## src/rtl/l1_sram_sp_arbiter.sv

```systemverilog
// l1_sram_sp_arbiter
// Shares one single-port 64-bit byte-enable SRAM between NUM_REQ L1 clients.
// One access per cycle is granted round-robin; read responses return in order
// after the SRAM read latency, tagged with the requester that won the grant.
// After reset the whole array can optionally be zero-filled before any grant.

module l1_sram_sp_arbiter #(
  parameter int NUM_REQ    = 2,
  parameter int ADDR_WIDTH = 10,
  parameter int DATA_DEPTH = 1024,
  parameter int OUT_REGS   = 0,
  parameter int INIT_ZERO  = 1
) (
  input  logic                                Clk_CI,
  input  logic                                Rst_RBI,
  input  logic [NUM_REQ-1:0]                  Req_SI,
  input  logic [NUM_REQ-1:0]                  WrEn_SI,
  input  logic [NUM_REQ-1:0][7:0]             BEn_SI,
  input  logic [NUM_REQ-1:0][63:0]            WrData_DI,
  input  logic [NUM_REQ-1:0][ADDR_WIDTH-1:0]  Addr_DI,
  output logic [NUM_REQ-1:0]                  Gnt_SO,
  output logic [NUM_REQ-1:0]                  RVld_SO,
  output logic [63:0]                         RdData_DO,
  output logic                                InitDone_SO,
  output logic                                Mem_CSel_SO,
  output logic                                Mem_WrEn_SO,
  output logic [7:0]                          Mem_BEn_SO,
  output logic [63:0]                         Mem_WrData_DO,
  output logic [ADDR_WIDTH-1:0]               Mem_Addr_DO,
  input  logic [63:0]                         Mem_RdData_DI
);

  // Read latency of the SRAM macro, and depth of the response tag pipe.
  localparam int LAT   = 1 + OUT_REGS;
  localparam int IDX_W = $clog2(NUM_REQ);
  localparam logic [ADDR_WIDTH-1:0] LAST_ADDR = ADDR_WIDTH'(DATA_DEPTH - 1);
  localparam logic [IDX_W-1:0]      LAST_IDX  = IDX_W'(NUM_REQ - 1);

  typedef enum logic [0:0] {
    ST_INIT = 1'b0,
    ST_ARB  = 1'b1
  } state_t;

  localparam state_t RST_STATE = (INIT_ZERO != 0) ? ST_INIT : ST_ARB;

  state_t                    state_reg, state_next;
  logic [ADDR_WIDTH-1:0]     init_cnt_reg, init_cnt_next;
  logic [IDX_W-1:0]          ptr_reg, ptr_next;

  logic                      gnt_found;
  logic [IDX_W-1:0]          win_idx;
  int                        cand;
  logic                      rd_push;

  // Response pipe: stage 0 is loaded in the grant cycle, the last stage lines
  // up with the cycle in which the SRAM presents the read data.
  logic [LAT-1:0]            pipe_vld_reg;
  logic [LAT-1:0][IDX_W-1:0] pipe_idx_reg;

  // Round-robin search: first requester at or after the pointer, wrapping.
  always_comb begin
    gnt_found = 1'b0;
    win_idx   = '0;
    cand      = 0;
    for (int k = 0; k < NUM_REQ; k++) begin
      cand = (int'(ptr_reg) + k) % NUM_REQ;
      if (!gnt_found && Req_SI[IDX_W'(cand)]) begin
        gnt_found = 1'b1;
        win_idx   = IDX_W'(cand);
      end
    end
  end

  // Next-state logic and SRAM/grant outputs; everything is forced to zero
  // while reset is asserted so nothing leaks out of a held reset.
  always_comb begin
    state_next    = state_reg;
    init_cnt_next = init_cnt_reg;
    ptr_next      = ptr_reg;
    rd_push       = 1'b0;
    Gnt_SO        = '0;
    InitDone_SO   = 1'b0;
    Mem_CSel_SO   = 1'b0;
    Mem_WrEn_SO   = 1'b0;
    Mem_BEn_SO    = '0;
    Mem_WrData_DO = '0;
    Mem_Addr_DO   = '0;
    if (Rst_RBI) begin
      case (state_reg)
        ST_INIT: begin
          Mem_CSel_SO = 1'b1;
          Mem_WrEn_SO = 1'b1;
          Mem_BEn_SO  = 8'hFF;
          Mem_Addr_DO = init_cnt_reg;
          if (init_cnt_reg == LAST_ADDR) begin
            state_next    = ST_ARB;
            init_cnt_next = '0;
          end else begin
            init_cnt_next = init_cnt_reg + 1'b1;
          end
        end
        ST_ARB: begin
          InitDone_SO = 1'b1;
          if (gnt_found) begin
            Gnt_SO[win_idx] = 1'b1;
            Mem_CSel_SO     = 1'b1;
            Mem_WrEn_SO     = WrEn_SI[win_idx];
            Mem_BEn_SO      = BEn_SI[win_idx];
            Mem_WrData_DO   = WrData_DI[win_idx];
            Mem_Addr_DO     = Addr_DI[win_idx];
            rd_push         = ~WrEn_SI[win_idx];
            ptr_next        = (win_idx == LAST_IDX) ? '0 : win_idx + 1'b1;
          end
        end
        default: state_next = RST_STATE;
      endcase
    end
  end

  // State, fill counter and round-robin pointer registers.
  always_ff @(posedge Clk_CI or negedge Rst_RBI) begin
    if (!Rst_RBI) begin
      state_reg    <= RST_STATE;
      init_cnt_reg <= '0;
      ptr_reg      <= '0;
    end else begin
      state_reg    <= state_next;
      init_cnt_reg <= init_cnt_next;
      ptr_reg      <= ptr_next;
    end
  end

  // Shift the {valid, requester} tag of each granted read toward the output.
  always_ff @(posedge Clk_CI or negedge Rst_RBI) begin
    if (!Rst_RBI) begin
      pipe_vld_reg <= '0;
      pipe_idx_reg <= '0;
    end else begin
      pipe_vld_reg[0] <= rd_push;
      pipe_idx_reg[0] <= win_idx;
      for (int s = 1; s < LAT; s++) begin
        pipe_vld_reg[s] <= pipe_vld_reg[s-1];
        pipe_idx_reg[s] <= pipe_idx_reg[s-1];
      end
    end
  end

  // Decode the tag leaving the pipe into a one-hot valid per requester.
  genvar gi;
  generate
    for (gi = 0; gi < NUM_REQ; gi++) begin : g_rvld
      assign RVld_SO[gi] = pipe_vld_reg[LAT-1] && (pipe_idx_reg[LAT-1] == IDX_W'(gi));
    end
  endgenerate

  // Read data is only driven while a response is valid, so it never shows X.
  assign RdData_DO = pipe_vld_reg[LAT-1] ? Mem_RdData_DI : '0;

  // Out-of-range addresses are a caller error; flag them in simulation.
  addr_in_range_a: assert property (@(posedge Clk_CI) disable iff (!Rst_RBI)
    Mem_CSel_SO |-> (int'(Mem_Addr_DO) < DATA_DEPTH));

  gnt_onehot_a: assert property (@(posedge Clk_CI) disable iff (!Rst_RBI)
    $onehot0(Gnt_SO));

endmodule

```

## config.mk

```make
export PLATFORM = sky130hd
export DESIGN_NAME = l1_sram_sp_arbiter
export DESIGN_NICKNAME = d
export VERILOG_FILES = /design/src/rtl/l1_sram_sp_arbiter.sv
export SDC_FILE = /design/constraint.sdc
export NUM_CORES = 1
export LEC_CHECK = 0
export BUFFER_PORTS_ARGS = -buffer_cell sky130_fd_sc_hd__buf_2
export CORE_AREA = 2 2 150 152
export CTS_CLUSTER_DIAMETER = 200
export DETAILED_ROUTE_END_ITERATION = 8
export DIE_AREA = 0 0 152 154
export GPL_TIMING_DRIVEN = 0
export PLACE_DENSITY_LB_ADDON = 0.1
export SLEW_MARGIN = 5
export SYNTH_ARGS = -nofsm -noshare
export SYNTH_HDL_FRONTEND = slang
export SYNTH_SLANG_ARGS = --single-unit
```

## constraint.sdc

```tcl
create_clock -name Clk_CI -period 2.65 [get_ports Clk_CI]
set_clock_uncertainty 0.05 [all_clocks]
set_input_delay 0.3975 -clock Clk_CI [delete_from_list [all_inputs] [get_ports Clk_CI]]
set_output_delay 0.3975 -clock Clk_CI [all_outputs]
set_load 0.01 [all_outputs]
```

==> results.yml <==
cts:
  cts.sinks: 14
  clk_latency_ps: 240
  cts_made_buffers: 3
  cts_tree: "done"
  clk_pin_slew_ps: 50
  h-tree-depth: 1
  clock-root-buffer: "clkbuf_16"
  post_cts_buffers: 0
  cts_hold_buf: 0
  cts_max_path_buffers: 2
hold_path:
  hp-class: "in2async"
global_route:
  grt-ovfl-total: 0
  track_usage: 0.119
  grt_pass1_vias: 3786
  antenna_found_initial: 0
  grt_max_degree: 21
  grt_first_pass_wirelength_mm: 21.6
critical_path:
  r2r_start: "init_cnt_reg[0]$_DFFE_PN0P_"
  startpoint_type: "input pin"
  cpMostUsedCell: "buf_2"
  path_cells: "clkbuf_4, and2_1, nand2_1, buf_2, o21ai_0, buf_2"
  startpoint: "Rst_RBI"
  critPathRequiredTime_ps: 2200
  worst-path-buf-inv: 3
  worstSetupPathType: "in2out"
  worstPathArrival_ps: 1960
  critPathCaptureType: "output port"
  cp_max_fo: 20
  critPathTopFamily: "buffers and inverters"
  cpMaxStageDelayCell: "o21ai_0"
  slowest_delay_ps: 300
power_and_ir_drop:
  irDropWorstVdd_v: 0.000188
  leakagePower_nw: 2.69
  p_per_area_nw_per_um2: 209
synthesis:
  netlist_instances: 345
  ys_ff_latch: 14
  synth_top_family_by_area: "simple AND/OR/NAND/NOR gates"
  ys.flop_type: "dfrtp_1"
  ys_async_sr_fraction: 1.00
  synth.most_common_cell: "mux2i_1"
  synth_common_cells: "mux2i_1, and2_1, nor2_1"
  synth-adder-area-share: 0.00498
  synth.top_cells.by_area: "mux2i_1, and2_1, dfrtp_1, nor2_1, o21ai_0"
  synth_nets: 580
  synth_compound_area_frac: 0.0742
  synth_area_per_cell_sq_um: 7.29
  synth_xor_area_frac: 0.0174
  yosys.area.top_type: "mux2i_1"
  synth_edf_count: 0
  seq_area_frac_synth: 0.139
  ys_warn_count: 0
  synth_simple_gate_area_frac: 0.371
  synth_top_area_share: 0.331
  yosysUniqueCellTypes: 34
  synth_area_sq_um: 2510
  muxShareOfSynthArea: 0.331
sta:
  whs_ps: 7.35
  max_freq_mhz: 416
  fin_setup_tns_ps: 0
  setup_viol: 0
  finalHoldViolCount: 0
  worst_pin_slew_ps: 471
  period_needed_ps: 2410
  fin_crit_sh: 0.908
  max_slew_margin: 0.686
  rsz0062_at_grt: "no"
  slew_viol_final: 0
drt:
  wire_per_inst_um: 14.8
  drc: 0
  ant_nets: 0
  totalWireLength_mm: 15.0
  vias_per_cell: 3.79
  drt_iter0_drc: 91
  num_vias: 3846
  firstDrtPassIters: 4
floorplanning:
  core_region_area_sq_um: 21700
  initial_core_util: 0.116
  die_w_um: 152
  die_area_sq_um: 23400
  fp.dieH_um: 154
  ios: 387
  rows: 54
placement:
  portBuffers: 385
  dp_cells: 1010
  hpwl_mm: 13.1
  place.gp.congestion: 0.759
final_layout:
  fin_cells: 1014
  nFillCells: 2502
  area_growth_pct: 94.2
  utilization: 0.225
  largest_reg_flops: 10
  final_layout_size_suffix_gt1_frac: 0.559
  regArea_sq_um: 350
  multiInputGateArea_sq_um: 2010
  fin_nets: 970
  diodes: 0
outcome:
  status: "finished clean"
run:
  cap_violations: 0
[routing by layer]
| metal | wire [um] | part of all wire | GRT usage |
|---|---|---|---|
| met4 | 270 | 0.018 | 0.0267 |
| met2 | 8220 | 0.55 | 0.241 |
| met1 | 5410 | 0.36 | 0.124 |
| met3 | 1070 | 0.072 | 0.0228 |
| met5 | 0 | 0 | 0 |
[metrics by stage]
step | instance area, sq um | power (mW) | setup slack, ps
after global placement | 4790 | 0.709 | 90.0
after CTS | 4880 | 1.04 | 6.97
after detailed placement | 4790 | 0.709 | 5.31
after global routing | 4880 | 1.11 | 26.2
final | 4880 | 1.02 | 244
after floorplan | 2510 | 0.454 | 877
[path summary, 6_finish.rpt]
kind / end / slack [ps] / cells after the start
max in group asynchronous: init_cnt_reg[2]$_DFFE_PN0P_ / 2320 / 1
setup reg to reg: init_cnt_reg[1]$_DFFE_PN0P_ / 920 / 4
min in group Clk_CI: pipe_vld_reg$_DFF_PN0_ / 420 / 3
hold / removal: init_cnt_reg[4]$_DFFE_PN0P_ / 7 / 1
hold reg to reg: init_cnt_reg[8]$_DFFE_PN0P_ / 460 / 1
setup / recovery: Mem_Addr_DO[8] / 240 / 6
[where the power goes]
group | total (mW) | leakage (nW) | switching [mW] | internal [mW]
Clock | 0.323 | 0.0442 | 0.0938 | 0.229
Combinational | 0.387 | 2.46 | 0.169 | 0.218
Sequential | 0.310 | 0.181 | 0.0589 | 0.251
Total | 1.02 | 2.69 | 0.321 | 0.698
[final cells by class]
class / count / area share
multi-input cells: 297 / 0.411
repair buffers: 385 / 0.395
flip-flops and latches: 14 / 0.0718
well taps: 280 / 0.0718
plain buffers: 29 / 0.0284
clock buffers: 4 / 0.0182
inverters: 5 / 0.00384
[cells in the final DEF (no fill, tap or decap), types with 3 or more instances in the layout]
| cell | Yosys | final |
|---|---|---|
| clkbuf_1 | 13 | 13 |
| buf_4 | 4 | 4 |
| buf_2 | 12 | 396 |
| mux2i_1 | 83 | 83 |
| xnor2_1 | 3 | 3 |
| nor2b_1 | 3 | 3 |
| o21ai_0 | 19 | 19 |
| dfrtp_1 | 14 | 14 |
| nor2_1 | 67 | 67 |
| nand4_1 | 3 | 3 |
| and2_1 | 75 | 75 |
| nor3_1 | 5 | 5 |
| clkbuf_16 | 0 | 3 |
| nand2_1 | 14 | 14 |
| inv_1 | 5 | 5 |
[repair_timing]
action	in CTS	in global routing
endpoints found under the hold margin	0	0
endpoints found under the setup margin	0	25
resized for setup	0	1
[kinds of logic (layout without fill, tap and decap cells)]
logic type | count (synthesis) | after routing
AND/OR/NAND/NOR | 177 | 177
multiplexers | 83 | 83
buffers and inverters | 34 | 423
AO/OA/AOI/OAI | 31 | 31
flip-flops | 14 | 14
XOR/XNOR | 5 | 5
adder cells (fa/ha/maj) | 1 | 1
No activity file was read; power rests on OpenSTA's default activity.
